`src/rtl/bit_serial_adder_pkg.sv`:
```
// Shared types and constants for the bit-serial add/subtract unit.
package bit_serial_adder_pkg;

  typedef enum logic [1:0] {
    IDLE = 2'd0,
    RUN  = 2'd1,
    DONE = 2'd2
  } state_t;

  localparam int unsigned SLICE_GATES = 9;

endpackage

```
`src/rtl/bit_serial_adder_nand_full_adder.sv`:
```
// One-bit full adder made of nine NANDs: two chained half-adder cells plus a carry merge.
module nand_full_adder (
  input  logic x,
  input  logic y,
  input  logic cin,
  output logic s,
  output logic cout
);

  logic n1, n2, n3, p, n4, n5, n6;

  // First half-adder cell: p = x ^ y, n1 = ~(x & y)
  nand g1 (n1, x, y);
  nand g2 (n2, x, n1);
  nand g3 (n3, y, n1);
  nand g4 (p, n2, n3);

  // Second half-adder cell: s = p ^ cin, n4 = ~(p & cin)
  nand g5 (n4, p, cin);
  nand g6 (n5, p, n4);
  nand g7 (n6, cin, n4);
  nand g8 (s, n5, n6);

  // Carry merge: (x & y) | (p & cin)
  nand g9 (cout, n1, n4);

endmodule

```
`src/rtl/bit_serial_adder.sv`:
```
// LSB-first serial adder/subtractor, one bit per clock through a single NAND full-adder slice.
module bit_serial_adder
  import bit_serial_adder_pkg::*;
#(
  parameter int unsigned WIDTH = 8
) (
  input  logic             clk,
  input  logic             reset,
  input  logic             in_valid,
  output logic             in_ready,
  input  logic [WIDTH-1:0] a,
  input  logic [WIDTH-1:0] b,
  input  logic             sub,
  output logic             out_valid,
  input  logic             out_ready,
  output logic [WIDTH-1:0] sum,
  output logic             carry_out,
  output logic             overflow
);

  localparam int unsigned CNT_W = (WIDTH > 1) ? $clog2(WIDTH) : 1;
  localparam logic [CNT_W-1:0] LAST = CNT_W'(WIDTH - 1);

  state_t             state, state_next;
  logic [WIDTH-1:0]   op_a, op_b;
  logic               c;
  logic [CNT_W-1:0]   cnt;
  logic               s_bit, c_next;
  logic               accept, last;

  nand_full_adder u_slice (
    .x    (op_a[0]),
    .y    (op_b[0]),
    .cin  (c),
    .s    (s_bit),
    .cout (c_next)
  );

  assign accept = in_valid && in_ready;
  assign last   = (state == RUN) && (cnt == LAST);

  always_ff @(posedge clk) begin
    if (reset) state <= IDLE;
    else       state <= state_next;
  end

  always_comb begin
    state_next = state;
    case (state)
      IDLE: if (in_valid) state_next = RUN;
      RUN:  if (cnt == LAST) state_next = DONE;
      DONE: if (out_ready) state_next = in_valid ? RUN : IDLE;
      default: state_next = IDLE;
    endcase
  end

  always_comb begin
    in_ready  = 1'b0;
    out_valid = 1'b0;
    case (state)
      IDLE: in_ready = 1'b1;
      DONE: begin
        out_valid = 1'b1;
        in_ready  = out_ready;
      end
      default: ;
    endcase
  end

  // Operands shift right so the slice always sees bit 0; results enter sum from the MSB.
  always_ff @(posedge clk) begin
    if (reset) begin
      op_a      <= '0;
      op_b      <= '0;
      c         <= 1'b0;
      cnt       <= '0;
      sum       <= '0;
      carry_out <= 1'b0;
      overflow  <= 1'b0;
    end else if (accept) begin
      op_a <= a;
      op_b <= b ^ {WIDTH{sub}};
      c    <= sub;
      cnt  <= '0;
    end else if (state == RUN) begin
      op_a <= op_a >> 1;
      op_b <= op_b >> 1;
      c    <= c_next;
      sum  <= {s_bit, sum[WIDTH-1:1]};
      if (last) begin
        carry_out <= c_next;
        overflow  <= c ^ c_next;
      end else begin
        cnt <= cnt + 1'b1;
      end
    end
  end

endmodule

```
`config.mk`:
```
export PLATFORM = sky130hd
export DESIGN_NAME = bit_serial_adder
export DESIGN_NICKNAME = d
export VERILOG_FILES = /design/src/rtl/bit_serial_adder_pkg.sv /design/src/rtl/bit_serial_adder_nand_full_adder.sv /design/src/rtl/bit_serial_adder.sv
export SDC_FILE = /design/constraint.sdc
export NUM_CORES = 1
export LEC_CHECK = 0
export ABC_AREA = 1
export BUFFER_PORTS_ARGS = -buffer_cell sky130_fd_sc_hd__buf_2
export CORE_UTILIZATION = 43
export CTS_BUF_LIST = sky130_fd_sc_hd__clkbuf_16
export DETAILED_ROUTE_END_ITERATION = 7
export PLACE_DENSITY = 0.75
export SYNTH_ARGS = -nofsm -noshare
export SYNTH_HDL_FRONTEND = slang
export SYNTH_SLANG_ARGS = --single-unit
```
`constraint.sdc`:
```
create_clock -name clk -period 1.3 [get_ports clk]
set_clock_uncertainty 0.05 [all_clocks]
set_input_delay 0.39 -clock clk [delete_from_list [all_inputs] [get_ports clk]]
set_output_delay 0.39 -clock clk [all_outputs]
set_load 0.05 [all_outputs]
```
==> results.ini, run 1 <==
[clock_network]
cts_tree = yes
path_clk_slew_ns = 0.05
cts_buffers = 5
cts_hold_buf = 0
htree_levels = 2
insertion_delay_ns = 0.27
clock-root-buffer = clkbuf_16
cts_buffer_depth = 2
cts.sinks = 32

[global_routing]
grt_pass1_vias = 1216
grt_max_degree = 27
grt.overflow.total = 0
grtUsageTotal_pct = 18.7
grt_first_pass_wirelength_mm = 5.11
grt_antenna_before_repair = 0

[timing]
setup_tns_ns = -0.248
tightest_slew_ns = 0.325
rsz0062_at_grt = yes
period_share_pct = 110
setup_violations = 2
layout_setup_ws_ns = -0.134
period_needed_ns = 1.43
hold_ws_ns = 0.316
finalHoldViolations = 0
relSlewSlack_pct = 78.3
fmax_mhz = 697
drv_slew = 0

[finish]
layout_commonest_cell = nand2_1
utilization_pct = 65.9
postLayoutCellArea_um2 = 2230
drive_above_1_share_pct = 35.0
final_cell_mix = 66 x nand2_1, 29 x dfxtp_1, 21 x buf_4
fin_nets = 286
diodes = 0
synthToLayoutAreaGrowth_pct = 44.0
fillers = 274

[placed_design]
hpwl_mm = 2.18
dp_slack_ns = -0.0828
port_buffers = 32
gp_congestion = 0.728
placed_area_um2 = 1870

[setup_path]
crit_required_ns = 0.86
r2r_cells = 6
rr_endpoint = c
path_buf_inv = 2
path_class = reg -> out
cp.arrival_ns = 0.99
max_stage_delay_ns = 0.36
crit_fanout = 3
crit_chain = buf_6 > nor2_4 > buf_6
critPathSlowestCell = dfxtp_4
critPathLaunchType = register
cp_common_cell = buf_6
worst_setup_path_end_kind = primary output
r2r_slack_ns = 0.02
rr_startpoint = op_a[0]
cp_top_family = flip-flops

[yosys]
synth_top_cell_by_area = dfxtp_1
synth_nets = 233
ys_seq_area_share_pct = 41.3
avgSynthCellArea_um2 = 7.42
synthCells = 209
synth_seq_cells = 32
synth_area_leaders = dfxtp_1 41%, nand2_1 16%, a21oi_1 5.8%
yosys.area.top_type_share_pct = 41.3
netlist_area_um2 = 1550
yosysWarnings = 0
ys_types = 21

[power]
peakVddDrop_mv = 0.769
power-per-cell-area_nw_per_um2 = 1340
p_leak_nw = 1.01
power_frac_seq_pct = 36.8
switching_share_pct = 26.5
pwr-share-clk_pct = 43.9
comb_power_share_pct = 19.3
intPower_w = 0.00220
p_switching_w = 0.000790

[floorplan]
num_rows = 21
initial_core_util_pct = 45.7
fp.dieArea_um2 = 3850
core_um2 = 3390
die_w_um = 62.0
num_io_pins = 33
die_h_um = 62.0

[worst_hold_path]
hold_end = op_a[7]
min_from = a[7]
min_path_type = in -> reg
hold_depth = 3

[drt]
vias = 1475
firstDrtPassIters = 4
drc = 0
ant_nets = 0
viasPerCell = 4.77
drt-total-wl_mm = 3.51
drtIter0Drc = 57
wl_per_cell_um = 11.4

[status]
status = finished with violations
violations = setup timing

[flow_run]
drv_cap = 0

## area by class of cell
| type | instances | area (um2) | area share, % |
|---|---|---|---|
| clock buffers | 5 | 125 | 5.61 |
| clock inverters | 3 | 42.5 | 1.91 |
| inverters | 10 | 47.5 | 2.13 |
| multi-input cells | 157 | 845 | 37.8 |
| flip-flops and latches | 32 | 649 | 29.1 |
| well taps | 46 | 57.6 | 2.58 |
| repair buffers | 56 | 465 | 20.9 |
## power groups by stage
| stage | registers (W) | logic [W] | clock network [W] |
|---|---|---|---|
| 2_1_floorplan | 0.00119 | 0.000280 | 0 |
| 4_1_cts | 0.00110 | 0.000524 | 0.00133 |
| 5_1_grt | 0.00111 | 0.000630 | 0.00137 |
| 3_5_place_dp | 0.00111 | 0.000498 | 0 |
| 6_report | 0.00110 | 0.000576 | 0.00131 |
| 3_3_place_gp | 0.00111 | 0.000491 | 0 |
## sequential cells by signal, indices dropped and copies added, names as in the netlist
signal     flops
c              1
carry_out      1
cnt            3
op_a           8
op_b           8
overflow       1
state          2
sum            8
## kinds of logic (layout without fill, tap and decap cells)
logic type               Yosys count  after routing  share of synthesized area (%)
AND/OR/NAND/NOR                  111            111                           31.2
XOR/XNOR                           9              9                           5.09
buffers and inverters             20             74                           7.02
flip-flops                        32             32                           41.3
adder cells (fa/ha/maj)            3              3                           2.91
AO/OA/AOI/OAI                     34             34                           12.4
## what timing repair did
action	CTS	global route
gates resized for setup	20	23
endpoints found under the setup margin	13	24
cloned	0	1
pin swaps	2	5
setup buffers	4	3
## through the flow
step | std cells | power, W
after detailed placement | 293 | 0.00161
after CTS | 305 | 0.00295
after global routing | 309 | 0.00311
after floorplan | 209 | 0.00147
final | 309 | 0.00299
after global placement | 293 | 0.00160
## Yosys cell counts
cell / count
a21oi_1: 18
clkbuf_1: 1
inv_2: 1
a21oi_2: 6
inv_1: 9
fa_1: 1
xor2_1: 9
nand3_1: 12
nand3b_1: 6
buf_1: 1
nor2_1: 20
dfxtp_1: 32
nand2_2: 3
buf_4: 2
buf_6: 3
o21ai_0: 10
nor2_4: 2
buf_2: 3
nand2_4: 1
nand2_1: 67
ha_1: 2
## worst reg2reg max path, stage by stage, from the launching register on
cell and delay, ns:
dfxtp_2 0.33, fa_2 0.41, buf_4 0.15, nand2_2 0.05, nand2_1 0.06, inv_1 0.06, a21oi_1 0.06
## layer usage
layer  share of wire (%)  up-vias  track usage (%)
li1                    -      773                -
met1                  43      658             20.9
met2                  51       40             33.1
met3                 4.8        4             6.21
met4                 1.0        0             6.35
met5                   0        -                0
## how the worst max path moves through the flow
stage	start	endpoint	cells past startpoint
3_5_place_dp	out_ready	in_ready	6
5_1_grt	state[0]	out_valid	3
4_1_cts	state[1]	in_ready	4
2_1_floorplan	state[0]	in_ready	3
3_3_place_gp	out_ready	in_ready	6
6_report	state[0]	out_valid	3
No activity file was read; power rests on OpenSTA's default activity.
==> run 2: changes to the inputs <==
--- a/config.mk
+++ b/config.mk
@@ -7,10 +7,13 @@
 export LEC_CHECK = 0
 export ABC_AREA = 1
 export BUFFER_PORTS_ARGS = -buffer_cell sky130_fd_sc_hd__buf_2
-export CORE_UTILIZATION = 43
+export CELL_PAD_IN_SITES_DETAIL_PLACEMENT = 0
+export CELL_PAD_IN_SITES_GLOBAL_PLACEMENT = 1
+export CORE_UTILIZATION = 34
 export CTS_BUF_LIST = sky130_fd_sc_hd__clkbuf_16
+export CTS_CLUSTER_DIAMETER = 150
 export DETAILED_ROUTE_END_ITERATION = 7
-export PLACE_DENSITY = 0.75
+export PLACE_DENSITY = 0.8
 export SYNTH_ARGS = -nofsm -noshare
 export SYNTH_HDL_FRONTEND = slang
 export SYNTH_SLANG_ARGS = --single-unit
==> results.ini, run 2 (synthesized netlist as in run 1, its figures left out) <==
[status]
status = finished with violations
violations = setup timing

[floorplan]
die_w_um = 69.5
initial_core_util_pct = 35.6
num_rows = 24
fp.dieArea_um2 = 4830
num_io_pins = 33
die_h_um = 69.5
core_um2 = 4350

[clock_network]
cts_tree = yes
htree_levels = 2
path_clk_slew_ns = 0.05
cts.sinks = 32
cts_buffer_depth = 2
cts_buffers = 5
clock-root-buffer = clkbuf_16
insertion_delay_ns = 0.27
cts_hold_buf = 0

[worst_hold_path]
min_path_type = in -> reg
min_from = a[0]
hold_depth = 3
hold_end = op_a[0]

[timing]
drv_slew = 0
relSlewSlack_pct = 77.6
setup_tns_ns = -0.248
hold_ws_ns = 0.326
period_share_pct = 110
layout_setup_ws_ns = -0.129
period_needed_ns = 1.43
finalHoldViolations = 0
setup_violations = 3
rsz0062_at_grt = yes
tightest_slew_ns = 0.336
fmax_mhz = 700

[setup_path]
r2r_slack_ns = 0
max_stage_delay_ns = 0.35
cp_top_family = flip-flops
worst_setup_path_end_kind = primary output
crit_required_ns = 0.86
r2r_cells = 8
path_class = reg -> out
critPathLaunchType = register
cp.arrival_ns = 0.99
critPathSlowestCell = dfxtp_4
crit_cells = 3
cp_common_cell = buf_6
rr_startpoint = state[0]
path_buf_inv = 2
crit_chain = buf_6 > nor2_4 > buf_6
rr_endpoint = op_a[6]
crit_fanout = 3

[finish]
fillers = 413
synthToLayoutAreaGrowth_pct = 55.0
layout_commonest_cell = nand2_1
register_area_um2 = 649
drive_above_1_share_pct = 41.1
fin_nets = 287
multi_input_area_um2 = 938
postLayoutCellArea_um2 = 2400
diodes = 0
top_regs = op_a (8), op_b (8), sum (8)
final_cell_mix = 52 x nand2_1, 29 x dfxtp_1, 20 x buf_2

[drt]
firstDrtPassIters = 4
wl_per_cell_um = 12.6
vias = 1490
drc = 0
viasPerCell = 4.73
drtIter0Drc = 55
drt-total-wl_mm = 3.97
ant_nets = 0

[flow_run]
drv_cap = 0

[global_routing]
grt_pass1_vias = 1298
grt_max_degree = 26
grt_antenna_before_repair = 0
grt_first_pass_wirelength_mm = 5.78
grtUsageTotal_pct = 15.2
grt.overflow.total = 0

[placed_design]
placed_area_um2 = 1880
hpwl_mm = 2.29
port_buffers = 32
dp_slack_ns = -0.0900
gp_congestion = 0.786

[power]
power-per-cell-area_nw_per_um2 = 1180
power_w = 0.00284
peakVddDrop_mv = 0.674
p_leak_nw = 1.07

==> run 2: cell types whose count changed in the layout (fill, tap and decap cells not counted), moves of 2 or more <==
| cell | delta |
|---|---|
| nand2_1 | -14 |
| o21ai_0 | -2 |
| nor2_1 | -2 |
| nand2_8 | +2 |
| nand2_2 | +11 |
| clkbuf_16 | +4 |
| buf_12 | +3 |
| clkinv_1 | +2 |
| buf_4 | -5 |
| o21ai_1 | +2 |
==> run 2: how the worst max path moves through the flow <==
| stage | startpoint | endpoint |
|---|---|---|
| 3_5_place_dp | out_ready | in_ready |
| 2_1_floorplan | state[0] | in_ready |
| 3_3_place_gp | out_ready | in_ready |
| 6_report | state[0] | out_valid |
| 4_1_cts | state[1] | in_ready |
| 5_1_grt | state[1] | in_ready |
==> run 2: repair_timing <==
action | CTS | global route
buffers inserted | 3 | 4
resized for setup | 23 | 44
endpoints found under the setup margin | 14 | 27
pin swaps | 3 | 21
gates cloned | 0 | 5
==> run 2: final cells by class <==
cell class | count | area share, %
clock buffer | 5 | 5.21
inverter | 10 | 1.98
timing repair buffer | 57 | 23.7
multi-input combinational | 157 | 39.1
sequential | 32 | 27.0
tap | 52 | 2.71
clock inverter | 2 | 0.313
==> run 2: layer usage <==
layer	global-route usage (%)	share of wire, %	vias to the layer above
li1	-	-	774
met1	18.6	45	686
met2	24.1	50	25
met3	4.65	3.5	5
met4	7.48	1.8	0
met5	0	0	-
==> run 2: worst reg2reg max path: stages (launching register included) <==
cell	delay, ns
dfxtp_4	0.36
inv_4	0.04
buf_6	0.11
nor2_4	0.20
buf_12	0.17
nand2_2	0.05
nand2_1	0.05
nand2_1	0.07
a21oi_2	0.13
==> run 2: where the power goes <==
part / total [W] / switching [W] / leakage (nW) / internal, W
registers: 0.00111 / 0.0000533 / 0.265 / 0.00105
clock network: 0.00105 / 0.000366 / 0.0648 / 0.000681
logic: 0.000689 / 0.000369 / 0.743 / 0.000320
total: 0.00284 / 0.000788 / 1.07 / 0.00205
==> run 2: per-stage QoR <==
step                      cells  utilization, %
after global placement      297            43.2
after floorplan             209               -
after detailed placement    297            43.2
after CTS                   307            48.1
final                       315            55.2
after global routing        315            55.2
==> run 3: changes to the inputs <==
--- a/config.mk
+++ b/config.mk
@@ -9,11 +9,13 @@
 export BUFFER_PORTS_ARGS = -buffer_cell sky130_fd_sc_hd__buf_2
 export CELL_PAD_IN_SITES_DETAIL_PLACEMENT = 0
 export CELL_PAD_IN_SITES_GLOBAL_PLACEMENT = 1
-export CORE_UTILIZATION = 34
+export CORE_UTILIZATION = 41
 export CTS_BUF_LIST = sky130_fd_sc_hd__clkbuf_16
 export CTS_CLUSTER_DIAMETER = 150
 export DETAILED_ROUTE_END_ITERATION = 7
-export PLACE_DENSITY = 0.8
+export GPL_ROUTABILITY_DRIVEN = 0
+export GPL_TIMING_DRIVEN = 0
+export PLACE_DENSITY = 0.9
 export SYNTH_ARGS = -nofsm -noshare
 export SYNTH_HDL_FRONTEND = slang
 export SYNTH_SLANG_ARGS = --single-unit
==> constraint.sdc (replaced) <==
create_clock -name clk -period 1.8 [get_ports clk]
set_clock_uncertainty 0.05 [all_clocks]
set_input_delay 0.54 -clock clk [delete_from_list [all_inputs] [get_ports clk]]
set_output_delay 0.54 -clock clk [all_outputs]
set_load 0.05 [all_outputs]
==> results.ini, run 3 (synthesized netlist as in run 1, its figures left out) <==
[placed_design]
hpwl_mm = 2.25
dp_slack_ns = 0.0109
port_buffers = 31
placed_cells = 286

[global_routing]
grt_antenna_before_repair = 0
grtUsageTotal_pct = 17.6
grt_pass1_vias = 1251
grt.overflow.total = 0
grt_max_degree = 11
grt_first_pass_wirelength_mm = 5.44

[power]
power-per-cell-area_nw_per_um2 = 996
p_leak_nw = 0.896
peakVddDrop_mv = 0.614

[timing]
drv_slew = 0
tightest_slew_ns = 0.532
relSlewSlack_pct = 64.5
period_needed_ns = 1.74
layout_setup_ws_ns = 0.0619
finalHoldViolations = 0
period_share_pct = 96.6
rsz0062_at_grt = yes
setup_tns_ns = 0
fmax_mhz = 575
setup_violations = 0
hold_ws_ns = 0.407

[drt]
drc = 0
routed.top_layer = met4
vias = 1381
viasPerCell = 4.70
dr_wl_met3_um = 127
firstDrtPassIters = 4
drt-total-wl_mm = 3.13
wl_met2_mm = 1.38
ant_nets = 0
met1_length_mm = 1.57
drtIter0Drc = 43
wl_per_cell_um = 10.6

[floorplan]
num_rows = 21
fp.dieArea_um2 = 4030
initial_core_util_pct = 44.7
die_w_um = 63.5
die_h_um = 63.5
num_io_pins = 33
core_um2 = 3470

[setup_path]
crit_end = out_valid
worst_setup_path_end_kind = primary output
r2r_slack_ns = 0.40
critPathLaunchType = register
crit_fanout = 3
rr_endpoint = cnt[0]
cp_top_family = flip-flops
critPathSlowestCell = dfxtp_1
rr_startpoint = cnt[0]
path_buf_inv = 2
cp.arrival_ns = 1.15
crit_chain = inv_1 > nor2_1 > buf_4
max_stage_delay_ns = 0.42
startpoint = state[1]
crit_cells = 3
crit_required_ns = 1.21
path_class = reg -> out
r2r_cells = 6

[clock_network]
cts_resized = 0
path_clk_slew_ns = 0.05
insertion_delay_ns = 0.27
cts_buffers = 5
cts_hold_buf = 0
cts_tree = yes
cts_buffer_depth = 2
clock-root-buffer = clkbuf_16
cts_setup_buffers = 0
cts.sinks = 32
htree_levels = 2

[finish]
final_cells = 294
final_cell_mix = 67 x nand2_1, 32 x buf_2, 32 x dfxtp_1
utilization_pct = 55.1
drive_above_1_share_pct = 23.8
diodes = 0
fillers = 362
layout_commonest_cell = nand2_1
synthToLayoutAreaGrowth_pct = 23.3
fin_nets = 271
top_regs = op_a (8), op_b (8), sum (8)

[flow_run]
drv_cap = 0

[worst_hold_path]
min_path_type = reg -> reg

[status]
status = finished clean

## run 3: cell count changes in the layout (fill, tap and decap cells not counted), moves of 5 or more
cell and change:
buf_12 -5, buf_2 +12, buf_4 -13, buf_6 -6, clkbuf_16 -5, nand2_1 +15, nand2_2 -10
## run 3: worst register-to-register path, delay by kind of cell, from the launching register on
kind / cells / cell delay, ns
adder cells (fa/ha/maj): 2 / 0.42
flip-flops: 1 / 0.32
AND/OR/NAND/NOR: 2 / 0.32
buffers and inverters: 1 / 0.13
AO/OA/AOI/OAI: 1 / 0.05
## run 3: worst min path at each step
stage               cells after the start  startpoint        end  slack, ns
floorplan                               2      cnt[1]     cnt[1]       0.39
global placement                        2   carry_out  carry_out       0.40
detailed placement                      2   carry_out  carry_out       0.40
CTS                                     2   carry_out  carry_out       0.41
global route                            2    overflow   overflow       0.43
finish                                  2   carry_out  carry_out       0.41
## run 3: metrics by stage
| step | total power (W) | area, um2 |
|---|---|---|
| 2_1_floorplan | 0.00105 | 1550 |
| 3_3_place_gp | 0.00114 | 1760 |
| 3_5_place_dp | 0.00114 | 1760 |
| 4_1_cts | 0.00192 | 1900 |
| 5_1_grt | 0.00200 | 1910 |
| 6_report | 0.00190 | 1910 |
## run 3: final cells by class
class / instances / area (um2) / share of cell area, %
inverter: 10 / 37.5 / 1.96
clock buffer: 5 / 125 / 6.54
timing repair buffer: 31 / 160 / 8.38
multi-input combinational: 157 / 806 / 42.1
tap: 46 / 57.6 / 3.01
buffer: 10 / 71.3 / 3.73
sequential: 32 / 641 / 33.5
clock inverter: 3 / 13.8 / 0.720
## run 3: per-layer routing
layer	up-vias	GRT usage (%)
met4	0	9.09
met3	4	3.62
met2	32	27.4
li1	741	-
met5	-	0
met1	604	22.7
## run 3: power by group
group	internal, W	switching [W]	leakage [nW]
registers	0.000761	0.0000309	0.263
clock network	0.000500	0.000279	0.0710
logic	0.000117	0.000216	0.563
